--- src/rtl/ground_pkg.sv ---
// rtl/ground_pkg.sv - shared ground strip geometry defaults and scroller state enum
package ground_pkg;

  localparam int GX0_DEF = 50;
  localparam int GY0_DEF = 400;
  localparam int GH_DEF  = 10;
  localparam int GW_DEF  = 700;

  typedef enum logic [1:0] {
    IDLE   = 2'd0,
    RUN    = 2'd1,
    FROZEN = 2'd2
  } gs_state_t;

endpackage

--- src/rtl/scroll_ctr.sv ---
// rtl/scroll_ctr.sv - scroll offset accumulator with single-subtract wrap at GW
module scroll_ctr
  import ground_pkg::*;
#(
  parameter int GW = GW_DEF
) (
  input  logic       clk,
  input  logic       rst_n,
  input  logic       en,
  input  logic       clr,
  input  logic [3:0] step,
  output logic [9:0] offset
);

  localparam logic [10:0] GW11 = 11'(GW);

  logic [10:0] sum;
  logic [10:0] wrapped;

  // offset + step never reaches 2*GW for steps 1..8, so one subtract is enough
  always_comb begin
    sum     = {1'b0, offset} + {7'd0, step};
    wrapped = (sum >= GW11) ? (sum - GW11) : sum;
  end

  // clear wins over advance; both are suppressed while in reset
  always_ff @(posedge clk) begin
    if (!rst_n) begin
      offset <= '0;
    end else if (clr) begin
      offset <= '0;
    end else if (en) begin
      offset <= 10'(wrapped);
    end
  end

endmodule

--- src/rtl/ground_scroller.sv ---
// rtl/ground_scroller.sv - scrolling ground strip: run/freeze FSM plus two-stage pixel pipeline
module ground_scroller
  import ground_pkg::*;
#(
  parameter int GX0 = GX0_DEF,
  parameter int GY0 = GY0_DEF,
  parameter int GH  = GH_DEF,
  parameter int GW  = GW_DEF
) (
  input  logic          clk,
  input  logic          rst_n,
  input  logic [10:0]   hc,
  input  logic [10:0]   vc,
  input  logic [GW-1:0] line_row,
  input  logic          frame_tick,
  input  logic          start,
  input  logic          crash,
  input  logic [2:0]    speed,
  output logic          ground_px,
  output logic          ground_en,
  output logic [9:0]    offset
);

  localparam logic [10:0] X_LO = 11'(GX0);
  localparam logic [10:0] X_HI = 11'(GX0 + GW);
  localparam logic [10:0] Y_LO = 11'(GY0);
  localparam logic [10:0] Y_HI = 11'(GY0 + GH);
  localparam logic [10:0] GW11 = 11'(GW);
  localparam logic [9:0]  LAST = 10'(GW - 1);

  gs_state_t state, state_nxt;
  logic      adv, clr;

  // state register
  always_ff @(posedge clk) begin
    if (!rst_n) state <= IDLE;
    else        state <= state_nxt;
  end

  // next state; advance only while already running so the entry tick is ignored
  always_comb begin
    state_nxt = state;
    adv       = 1'b0;
    clr       = 1'b0;
    case (state)
      IDLE: begin
        if (start) state_nxt = RUN;
      end
      RUN: begin
        if (crash) state_nxt = FROZEN;
        else       adv = frame_tick;
      end
      FROZEN: begin
        if (start && !crash) begin
          state_nxt = RUN;
          clr       = 1'b1;
        end
      end
      default: state_nxt = IDLE;
    endcase
  end

  scroll_ctr #(.GW(GW)) u_ctr (
    .clk    (clk),
    .rst_n  (rst_n),
    .en     (adv),
    .clr    (clr),
    .step   ({1'b0, speed} + 4'd1),
    .offset (offset)
  );

  logic          in_strip;
  logic [10:0]   rel, sum, idx_wide;
  logic [9:0]    idx;
  logic          in_strip_q;
  logic [9:0]    idx_q;
  logic [GW-1:0] row_q;
  logic [9:0]    sel;

  // stage 1 inputs: strip test and pattern index; idx forced to 0 outside the strip
  always_comb begin
    in_strip = (hc >= X_LO) && (hc < X_HI) && (vc >= Y_LO) && (vc < Y_HI);
    rel      = hc - X_LO;
    sum      = rel + {1'b0, offset};
    idx_wide = (sum >= GW11) ? (sum - GW11) : sum;
    idx      = in_strip ? 10'(idx_wide) : 10'd0;
    sel      = LAST - idx_q;
  end

  // stage 1 register
  always_ff @(posedge clk) begin
    if (!rst_n) begin
      in_strip_q <= 1'b0;
      idx_q      <= '0;
      row_q      <= '0;
    end else begin
      in_strip_q <= in_strip;
      idx_q      <= idx;
      row_q      <= line_row;
    end
  end

  // stage 2 register: pixel is gated by the strip flag
  always_ff @(posedge clk) begin
    if (!rst_n) begin
      ground_en <= 1'b0;
      ground_px <= 1'b0;
    end else begin
      ground_en <= in_strip_q;
      ground_px <= in_strip_q & row_q[sel];
    end
  end

endmodule

--- config.mk ---
export PLATFORM = sky130hd
export DESIGN_NAME = ground_scroller
export DESIGN_NICKNAME = d
export VERILOG_FILES = /design/src/rtl/ground_pkg.sv /design/src/rtl/scroll_ctr.sv /design/src/rtl/ground_scroller.sv
export SDC_FILE = /design/constraint.sdc
export NUM_CORES = 1
export LEC_CHECK = 0
export CORE_AREA = 2 2 286 288
export CTS_CLUSTER_DIAMETER = 50
export DETAILED_ROUTE_END_ITERATION = 7
export DIE_AREA = 0 0 288 290
export PLACE_DENSITY = 0.59
export SYNTH_ARGS = -nofsm -noshare
export SYNTH_HDL_FRONTEND = slang
export SYNTH_SLANG_ARGS = --single-unit
--- constraint.sdc ---
create_clock -name clk -period 4.1 [get_ports clk]
set_input_delay 0.82 -clock clk [delete_from_list [all_inputs] [get_ports clk]]
set_output_delay 0.82 -clock clk [all_outputs]
set_load 0.05 [all_outputs]
==> flow_summary.toml <==
[run_status]
outcome = "finished clean"

[synthesis]
yosys_warnings = 0
ys_seq_area_share_pct = 53.84
ys_ff_latch = 725
avgSynthCellArea_um2 = 12.06
syn-cell-area_um2 = 26960
synth_flop_cell = "dfxtp_1"
synth_edf_count = 0
synthCells = 2236
synth.distinct_cells = 66
synthArstFlopShare_pct = 0
syn_nets = 2993

[worst_setup_path]
rrSetupSlack_ns = 0.40
slowest_delay_ns = 0.45
cp-startpoint = "speed[0]"
endpoint_kind = "register"
cp-start-kind = "input port"
worst_path_max_delay_cell = "clkdlybuf4s50_1"
cp_top_family = "simple AND/OR/NAND/NOR gates"
crit_type = "input port to register"
rr_worst_depth = 14
crit_required_ns = 4.65
path_cells = "clkdlybuf4s50_1 > inv_1 > ha_1 > fa_1 > xnor2_1 > ha_1 > nand2_1 > or3_1 > o22a_1 > and2_1 > nor2_1 > a211o_1 > nand2_1 > a211oi_1 > mux2i_1"
arrival_ns = 4.40
rr_endpoint = "u_ctr.offset[8]"
crit_buf_inv = 2
rr_startpoint = "u_ctr.offset[2]"
cp_max_fo = 8

[clock_network]
postCtsSetupRepairBufs = 0
h-tree-depth = 3
worstSkewPairLatency_ns = 0.64
cts_tree = "done"
clkSinkCount = 725
cts_root_buf = "clkbuf_16"
hold_buffers = 0
clk_pin_slew_ns = 0.06
clock_path_buffers = 3
cts_repair_resize_count = 0
numCtsBuffers = 88

[sta]
fmax_ghz = 0.2601
finalCriticalPeriod_ns = 3.844
hold_violations = 0
slew-limit-headroom_pct = 18.93
post-route-period-util_pct = 93.76
worstMarginPinSlew_ns = 1.216
maxSlewViolCount = 0
clock-skew-final_ns = 0.03157
fin_tns_setup_ns = 0
final.setup.worst_slack_ns = 0.2560
setup_violations = 0
hold-worst-slack_ns = 0.4775
rsz0062_at_grt = "no"

[route]
vias_per_cell = 4.652
wire_per_inst_um = 21.90
ant_nets = 0
drt-total-wl_mm = 90.50
drc = 0
drt-initial-drc-count = 817
num_vias = 19230
firstDrtPassIters = 7

[pwr]
p_leak_nw = 14.89
totalPowerFinal_mw = 17.00
p_per_area_nw_per_um2 = 437.5
irDropWorstVdd_v = 0.0003210

[placed_design]
hpwl_mm = 69.46
io_buffers = 740
dpl.cell_count = 3959
post-place-ws_ns = -0.3153
gp_congestion = 0.8708

[cells_and_area]
final_cell_mix = "clkdlybuf4s50_1, dfxtp_1, and2_1, mux4_2, clkbuf_16"
drive_gt1_share_pct = 13.91
nets = 3746
layout_commonest_cell = "clkdlybuf4s50_1"
finalNonFillerCells = 4133
area_delta_synth_final_pct = 44.14

[floorplanning]
pin_count = 742
die-area_um2 = 83520
start_util_pct = 33.63
die_x_um = 288
fp.coreArea_um2 = 80160
rows = 104
die_h_um = 290

[global_routing]
grt_antenna_before_repair = 29
grt_overflow = 0
grt_pass1_wl_mm = 132.3
grt_usage_pct = 21.38
grt_start_max_net_pins = 304
first_global_vias = 21260

[run]
max-cap-violations = 0

[hold_path]
hp-class = "input port to register"
holdPathEnd = "row_q[17]"
holdPathStages = 2
hold_start = "rst_n"
-- state kept, by name (all words and copies together), names as in the netlist --
register	cells
ground_en	1
ground_px	1
idx_q	10
in_strip_q	1
row_q	700
state	2
u_ctr.offset	10
-- cells by family (layout without fill, tap and decap cells) --
logic type | count (synthesis) | after routing | synth area share [%]
simple gates | 912 | 912 | 20.32
flops | 725 | 725 | 53.84
mux | 219 | 219 | 17.04
buf+inv | 188 | 1008 | 3.096
compound gates | 142 | 142 | 3.653
fa+ha+maj | 27 | 27 | 1.309
xor+xnor | 23 | 23 | 0.7472
other cells | 0 | 17 | 0
-- cells in the mapped netlist (14+ instances only) --
master / n / area [um^2]
a21oi_1: 23 / 115.1
xnor2_1: 16 / 140.1
nand3_1: 32 / 160.2
buf_2: 19 / 95.09
and2_1: 710 / 4442
nand2_1: 59 / 221.5
buf_4: 14 / 105.1
ha_1: 25 / 312.8
inv_1: 41 / 153.9
nor2_1: 33 / 123.9
clkbuf_1: 97 / 364.1
mux4_2: 192 / 4324
dfxtp_1: 725 / 14510
o21ai_0: 19 / 95.09
mux2i_1: 27 / 270.3
-- power breakdown --
group	total [mW]	leakage, nW	internal [mW]	switching, mW
Clock	7.98	1.49	4.82	3.16
Combinational	1.50	7.36	1.02	0.472
Sequential	7.52	6.04	7.42	0.105
Total	17.0	14.9	13.3	3.74
-- metal layers --
layer | GRT usage (%) | vias up | wire (um)
met2 | 39.36 | 575 | 47710
met3 | 5.283 | 139 | 5814
li1 | - | 9164 | -
met4 | 6.319 | 22 | 1898
met5 | 0 | - | 135
met1 | 24.09 | 9327 | 34940
-- final cells by class --
cell class / instances / area [um^2]
flip-flops and latches: 725 / 14530
diodes: 17 / 42.54
inverters: 41 / 153.9
clock inverters: 45 / 635.6
repair buffers: 810 / 8063
well taps: 1060 / 1326
multi-input cells: 1323 / 11660
clock buffers: 112 / 2454
fillers: 7223 / 41300
-- how the worst max path moves through the flow --
stage	to	cells after the start
2_1_floorplan	u_ctr.offset[8]	15
3_3_place_gp	u_ctr.offset[8]	15
3_5_place_dp	u_ctr.offset[8]	15
4_1_cts	u_ctr.offset[8]	15
5_1_grt	u_ctr.offset[8]	15
6_report	u_ctr.offset[8]	15
-- metrics by stage --
| stage | area, um^2 | utilization (%) |
|---|---|---|
| 2_1_floorplan | 26960 | - |
| 3_3_place_gp | 35730 | 44.57 |
| 3_5_place_dp | 35730 | 44.57 |
| 4_1_cts | 38820 | 48.43 |
| 5_1_grt | 38860 | 48.48 |
| 6_report | 38860 | 48.48 |
No activity file was read; power rests on OpenSTA's default activity.
